**config.mk**
```make
export PLATFORM = sky130hd
export DESIGN_NAME = msg_asm
export DESIGN_NICKNAME = d
export VERILOG_FILES = /design/src/rtl/msg_pkg.sv /design/src/rtl/msg_timeout.sv /design/src/rtl/msg_asm.sv
export SDC_FILE = /design/constraint.sdc
export NUM_CORES = 1
export LEC_CHECK = 0
export BUFFER_PORTS_ARGS = -buffer_cell sky130_fd_sc_hd__clkbuf_2
export CORE_ASPECT_RATIO = 1.4
export CORE_MARGIN = 2
export CORE_UTILIZATION = 50
export DETAILED_ROUTE_END_ITERATION = 16
export PLACE_DENSITY = 0.76
export SLEW_MARGIN = 10
export SYNTH_ARGS = -nofsm -noshare
export SYNTH_HDL_FRONTEND = slang
export SYNTH_HIERARCHICAL = 1
export SYNTH_SLANG_ARGS = --single-unit
```
**constraint.sdc**
```tcl
create_clock -name clk -period 7.4 [get_ports clk]
set_clock_uncertainty 0.05 [all_clocks]
set_input_delay 0.74 -clock clk [delete_from_list [all_inputs] [get_ports clk]]
set_output_delay 0.74 -clock clk [all_outputs]
set_load 0.01 [all_outputs]
```
**src/rtl/msg_pkg.sv**
```systemverilog
// Shared types and defaults for the UART message assembler/disassembler pair.
// Latency: n/a (types and constants only).
// Backpressure: n/a.
package msg_pkg;

   // SM_TX belongs to the disassembler; the assembler uses SM_RX and SM_HOLD.
   typedef enum logic [1:0] {
      SM_RX   = 2'd0,
      SM_TX   = 2'd1,
      SM_HOLD = 2'd2
   } msg_state_e;

   localparam int DEF_WORD_SIZE        = 8;
   localparam int DEF_WORDS_PER_PACKET = 4;

endpackage

```
**src/rtl/msg_timeout.sv**
```systemverilog
// Idle counter: pulses expired when enabled for TIMEOUT_CYCLES clocks without a kick.
// Latency: expired is a decode of the count register and the current enable/kick.
// Backpressure: none; a kick on the terminal cycle wins over expiry.
module msg_timeout #(
   parameter int TIMEOUT_CYCLES = 100000
) (
   input  logic clk,
   input  logic n_reset,
   input  logic enable,
   input  logic kick,
   output logic expired
);

   localparam int TMO_WIDTH = $clog2(TIMEOUT_CYCLES + 1);
   localparam int CW        = (TMO_WIDTH < 1) ? 1 : TMO_WIDTH;

   generate
      if (TIMEOUT_CYCLES > 0) begin : g_on
         localparam logic [CW-1:0] TERM = CW'(TIMEOUT_CYCLES - 1);
         localparam logic [CW-1:0] SAT  = {CW{1'b1}};

         logic [CW-1:0] cnt_q, cnt_d;
         logic          hit;

         // Terminal-count decode and saturating next count.
         always_comb begin
            hit   = enable && !kick && (cnt_q == TERM);
            cnt_d = cnt_q;
            if (!enable || kick || hit) begin
               cnt_d = '0;
            end else if (cnt_q != SAT) begin
               cnt_d = cnt_q + 1'b1;
            end
         end

         // Idle count register.
         always_ff @(posedge clk or negedge n_reset) begin
            if (!n_reset) begin
               cnt_q <= '0;
            end else begin
               cnt_q <= cnt_d;
            end
         end

         assign expired = hit;
      end else begin : g_off
         assign expired = 1'b0;
      end
   endgenerate

endmodule

```
**src/rtl/msg_asm.sv**
```systemverilog
// Packs WORDS_PER_PACKET UART words into one message, first word in the low slot.
// Latency: data_out_valid rises one clock after the strobe carrying the last word.
// Backpressure: message held until data_out_ready; words arriving meanwhile are dropped with an overrun pulse.
module msg_asm
   import msg_pkg::*;
#(
   parameter int WORD_SIZE        = DEF_WORD_SIZE,
   parameter int WORDS_PER_PACKET = DEF_WORDS_PER_PACKET,
   parameter int TIMEOUT_CYCLES   = 100000
) (
   input  logic                                  clk,
   input  logic                                  n_reset,
   input  logic [WORD_SIZE-1:0]                  data_in,
   input  logic                                  data_in_valid,
   output logic [WORD_SIZE*WORDS_PER_PACKET-1:0] data_out,
   output logic                                  data_out_valid,
   input  logic                                  data_out_ready,
   output logic                                  overrun,
   output logic                                  timeout
);

   localparam int CTR_WIDTH    = $clog2(WORDS_PER_PACKET);
   localparam int OUTPUT_WIDTH = WORD_SIZE * WORDS_PER_PACKET;
   localparam logic [CTR_WIDTH-1:0] LAST_SLOT = CTR_WIDTH'(WORDS_PER_PACKET - 1);

   msg_state_e               state_q, state_d;
   logic [CTR_WIDTH-1:0]     ctr_q, ctr_d;
   logic [OUTPUT_WIDTH-1:0]  data_q, data_d;
   logic                     overrun_q, overrun_d;
   logic                     timeout_q, timeout_d;
   logic                     tmo_enable;
   logic                     tmo_expired;

   // Only a partially filled message can go stale; a strobe restarts the idle count.
   assign tmo_enable = (state_q == SM_RX) && (ctr_q != '0);

   msg_timeout #(
      .TIMEOUT_CYCLES(TIMEOUT_CYCLES)
   ) u_timeout (
      .clk     (clk),
      .n_reset (n_reset),
      .enable  (tmo_enable),
      .kick    (data_in_valid),
      .expired (tmo_expired)
   );

   // Next-state, slot write, and pulse generation.
   always_comb begin
      state_d   = state_q;
      ctr_d     = ctr_q;
      data_d    = data_q;
      overrun_d = 1'b0;
      timeout_d = 1'b0;
      case (state_q)
         SM_RX: begin
            if (data_in_valid) begin
               data_d[ctr_q*WORD_SIZE +: WORD_SIZE] = data_in;
               if (ctr_q == LAST_SLOT) begin
                  ctr_d   = '0;
                  state_d = SM_HOLD;
               end else begin
                  ctr_d = ctr_q + 1'b1;
               end
            end else if (tmo_expired) begin
               // Stale bits stay in data_q; the next message overwrites every slot.
               ctr_d     = '0;
               timeout_d = 1'b1;
            end
         end
         SM_HOLD: begin
            if (data_out_ready) begin
               state_d = SM_RX;
               if (data_in_valid) begin
                  // Handover and new first word in the same cycle: nothing lost.
                  data_d[WORD_SIZE-1:0] = data_in;
                  ctr_d                 = CTR_WIDTH'(1);
               end
            end else if (data_in_valid) begin
               overrun_d = 1'b1;
            end
         end
         default: begin
            state_d = SM_RX;
            ctr_d   = '0;
         end
      endcase
   end

   // State and output registers.
   always_ff @(posedge clk or negedge n_reset) begin
      if (!n_reset) begin
         state_q   <= SM_RX;
         ctr_q     <= '0;
         data_q    <= '0;
         overrun_q <= 1'b0;
         timeout_q <= 1'b0;
      end else begin
         state_q   <= state_d;
         ctr_q     <= ctr_d;
         data_q    <= data_d;
         overrun_q <= overrun_d;
         timeout_q <= timeout_d;
      end
   end

   assign data_out       = data_q;
   assign data_out_valid = (state_q == SM_HOLD);
   assign overrun        = overrun_q;
   assign timeout        = timeout_q;

endmodule

```
* Word-level counts from Yosys, hierarchy flattened *
Index checks and enable logic that the tools add are counted.

operators by class
  reductions and logical operators = 15
  bitwise logic cells = 0
  multiply operators = 0
  equality and inequality tests = 9
  shifts and indexed selects = 2
  divide/modulo/power cells = 0
  muxes and demuxes = 23
  order comparisons = 0
  $add $sub $neg = 3

operator list
  operator                                                                 number
  17-bit 2-to-1 mux                                                        2
  5-bit negator with 34-bit output                                         1
  8-bit by 34-bit variable shift with 32-bit output, first input constant  1
  8-bit by 34-bit indexed part select with 32-bit output                   1
  32-bit bitwise mux                                                       1
  8-bit 2-to-1 mux                                                         3
  17-bit by 1-bit adder with 17-bit output, second input constant          1
  17-bit == test, second input constant                                    1
  17-bit inequality test, second input constant                            1
  2-bit 2-to-1 mux                                                         8
  8-bit one-hot mux with 2 select lines                                    1
  2-bit one-hot mux with 2 select lines                                    2
  1-bit 2-to-1 mux                                                         6
  3-bit AND reduction                                                      2
  2-bit nonzero test                                                       3
  2-bit == test, second input constant                                     2
  2-bit by 1-bit inequality test with 1-bit output, second input constant  2
  2-bit inequality test, second input constant                             2
  4-bit AND reduction                                                      1
  1-bit logical AND                                                        3
  3-bit inequality test, second input constant                             1
  2-bit by 1-bit adder with 2-bit output, second input constant            1
  1-bit logical NOT                                                        2
  2-bit logical NOT                                                        1
  other kinds (2)                                                          3

word-level totals
  flip-flop bits (word level) = 55
  RAM bits = 0
  ROM bits = 0
  word-level logic and storage cells = 59
  bits in latches = 0
  memories kept = 0
  bits of input ports = 12
  output and inout port bits = 35

* Longest topological paths before layout *
  depth after elaboration = 7
  mapped depth = 11
  gate-level depth less buffers = 9

* By module *
The synthesis kept the hierarchy.

modules (own cells, without submodules)
  module       area each (um^2)  instances  seq. area each (um^2)  cells each
  msg_asm      1532.7            1          925.9                  115
  msg_timeout  953.4             1          425.4                  98

* Worst setup path after synthesis *
No wires, ideal clock.

  path kind = reg-to-reg
  start point = reg u_timeout.g_on.cnt_q[0]
  end point = reg u_timeout.g_on.cnt_q[14]
  clock period less this slack = 2.398 ns
  slack = 5.002 ns
  setup time = 0.073 ns
  buffers on the path = 2
  stages on the path, launching flop included = 12
  required time = 7.277 ns
  arrival time = 2.275 ns
  path through = dfrtp_1 -> ha_1 -> and3_1 -> clkbuf_1 -> nand3_1 -> nor3_1 -> ha_1 -> clkbuf_1 -> nor2b_1 -> nand2_1 -> or4_4 -> a21oi_2

on the way
  longest elaborated chain between the ends = 4
  elaborated cells on any way between the ends = 8
  those cells by class = 1 x add/sub; 2 x eq/ne; 2 x mux; 3 x reduce/logical

ends and longest elaborated chain
  element                                                                                           RTL line           text
  start, declared                                                                                   msg_timeout.sv:22  logic [CW-1:0] cnt_q, cnt_d;
  start signal, assigned                                                                            msg_timeout.sv:41  cnt_q <= cnt_d;
  parallel branches: the longest is 4 deep, another holds 17-bit by 1-bit adder with 17-bit output  -

Parallel ways; which one is timed is not known. The select of a mux whose other input is x is not followed.
A chain may end at the register's enable or synchronous reset.

* Worst setup path in the final report *
  start point = reg u_timeout.g_on.cnt_q[0]
  end point = reg u_timeout.g_on.cnt_q[12]

The elaborated chain is that of the path after synthesis.

==> flow_summary.toml <==
[drt]
num_vias = 1841
wire_per_inst_um = 15.4
firstDrtPassIters = 4
drc = 0
viasPerCell = 5.70
totalWireLength_mm = 4.98
drtAntennaViolNets = 0
drt-initial-drc-count = 101

[clocking]
cts_setup_buffers = 0
h-tree-depth = 2
clk_path_buf_depth = 2
cts_tree = "yes"
cts.sinks = 54
cts_buffers = 5
clk_pin_slew_ps = 90
insertion_delay_ps = 310
postCtsResizedCells = 0
root_buffer = "clkbuf_8"
ctsHoldBuffers = 0

[synthesis]
synthArstFlopShare_pct = 100
ys.flop_type = "dfrtp_1"
seq_area_frac_synth_pct = 54.4
synth_nets = 232
synth_area_um2 = 2490
yosysWarnings = 6
synth.distinct_cells = 45
syn-instance-count = 213
syn_avg_cell_area_um2 = 11.7
synth_seq_cells = 54
synth_edf_count = 0

[critical_path]
critPathLaunchType = "flop"
rr_worst_depth = 9
worstSetupEndpoint = "u_timeout/g_on.cnt_q[12]"
r2r_slack_ps = 4910
cp.arrival_ps = 2670
crit_fanout = 6
worst_setup_path_end_kind = "flop"
critPathLaunch = "u_timeout/g_on.cnt_q[0]"
worstReg2RegStart = "u_timeout/g_on.cnt_q[0]"
worstPathRequired_ps = 7580
critPathKind = "flop to flop"
timing.rr.end = "u_timeout/g_on.cnt_q[12]"

[pwr]
ir_worst_vdd_mv = 0.134
cellPowerDensity_nw_per_um2 = 329
leakagePower_nw = 1.38

[place]
port_buffers = 46
post_dp_cell_area_um2 = 2750
hpwl_mm = 3.68
gp_congestion = 0.879

[layout]
insertedDiodeCount = 0
postLayoutCellArea_um2 = 2850
multi_input_area_um2 = 1070
areaGrowthSynthToFinish_pct = 14.7
drive_above_1_share_pct = 26.6
final_util_pct = 59.3
seqCellArea_um2 = 1350
nNetsFinal = 277
nFillCells = 423

[run_status]
status = "finished clean"

[die]
die_y_um = 87.4
initial_core_util_pct = 51.7
die_w_um = 63.6
rows = 30
coreArea_um2 = 4800
dieArea_um2 = 5560
io_pins = 47

[timing]
clock.fmax_mhz = 402
slew_viol_final = 0
worst_pin_slew_ps = 705
hold_viol = 0
grt_setup_unrepaired = "no"
fin_setup_tns_ps = 0
setup_viol = 0
finalCritPeriodShare_pct = 33.6
min_period_ps = 2490
relSlewSlack_pct = 53.0

[worst_hold_path]
hold_class = "flop to flop"

[global_routing]
grt_max_degree = 55
grt.overflow.total = 0
antenna_found_initial = 0
grt_pass1_wl_mm = 8.47
grt_use_total_pct = 19.6
grt_pass1_vias = 1752

[flow_run]
cap_violations = 0
==> cell type report <==
class,instances,area share [%]
inverters,5,0.658
clock inverters,3,1.01
flip-flops and latches,54,47.4
multi-input cells,145,37.4
clock buffers,5,2.41
repair buffers,47,8.34
well taps,64,2.81
==> worst max-delay path: stages (launching register included) <==
cell and delay (ps):
dfrtp_1 420, ha_1 240, and3_1 250, nand3_1 100, nor3_1 50, ha_1 260, nor2b_1 320, nand2_1 160
or3_2 420, a21oi_1 140
==> per-layer routing <==
metal	global-route usage, %	vias up	wire length [µm]
met2	33.2	54	2580
met4	8.89	0	140
li1	-	875	-
met1	24.3	899	2030
met5	0	-	0
met3	3.75	13	220
==> state kept, by name, indices dropped and copies added (netlist names) <==
| register | flops |
|---|---|
| ctr_q | 2 |
| data_out | 32 |
| overrun | 1 |
| state_q | 1 |
| timeout | 1 |
| u_timeout/g_on.cnt_q | 17 |
==> per-stage QoR <==
| step | hold slack, ps | setup slack, ps | total power, mW | cells |
|---|---|---|---|---|
| floorplan | 394 | 5000 | 0.647 | 213 |
| global placement | 437 | 5010 | 0.761 | 315 |
| detailed placement | 437 | 4940 | 0.774 | 315 |
| CTS | 459 | 4920 | 0.949 | 323 |
| global route | 466 | 4710 | 1.00 | 323 |
| finish | 458 | 4910 | 0.937 | 323 |
==> layout by cell type, fill, tap and decap left out, types with 2 or more instances in the layout <==
cell type   n
mux2i_1     2
nand4_1     6
and3_1      4
o21ai_0     4
a22o_1     24
xnor2_1     7
inv_1       5
nand3_1    15
nor2b_1     3
xor2_1      6
nor4_1      4
ha_1        7
nor3_1      3
clkinv_4    2
clkbuf_8    5
nand2_1     7
nor2_1     21
clkbuf_2   46
o2bb2ai_1   8
dfrtp_1    54
==> cell usage after synthesis, drive strengths merged (3+ instances only) <==
| library cell | n | area share, % |
|---|---|---|
| dfrtp | 54 | 54 |
| a22o | 24 | 8.5 |
| nor2 | 21 | 3.2 |
| nand3 | 15 | 3.0 |
| nand2 | 8 | 1.3 |
| o2bb2ai | 8 | 2.8 |
| ha | 7 | 3.5 |
| nand4 | 7 | 2.0 |
| xnor2 | 7 | 2.5 |
| buf | 6 | 1.6 |
| xor2 | 6 | 2.1 |
| and3 | 5 | 1.3 |
| inv | 5 | 0.75 |
| nor4 | 5 | 1.9 |
| o21ai | 4 | 0.81 |
| clkbuf | 3 | 0.45 |
| nor2b | 3 | 0.75 |
| nor3 | 3 | 0.60 |
==> report_power, final <==
part / internal [mW] / switching [mW]
combinational: 0.147 / 0.184
clock: 0.0703 / 0.102
sequential: 0.375 / 0.0589
==> kinds of logic (layout without fill, tap and decap cells) <==
| group | Yosys count | after routing | synth area share, % |
|---|---|---|---|
| simple gates | 80 | 80 | 18.9 |
| flops | 54 | 54 | 54.4 |
| compound gates | 42 | 42 | 14.4 |
| buf+inv | 14 | 60 | 2.77 |
| xor+xnor | 13 | 13 | 4.58 |
| fa+ha+maj | 7 | 7 | 3.52 |
| mux | 3 | 3 | 1.41 |
==> worst min path at each step <==
stage,start,end,slack (ps),cells after the start
floorplan,n_reset,ctr_q[0],390,0
global placement,data_out[15],data_out[15],440,1
detailed placement,data_out[1],data_out[1],440,1
CTS,data_out[1],data_out[1],460,1
global route,data_out[1],data_out[1],470,1
finish,data_out[1],data_out[1],460,1
Power figures use the tool's default switching activity.
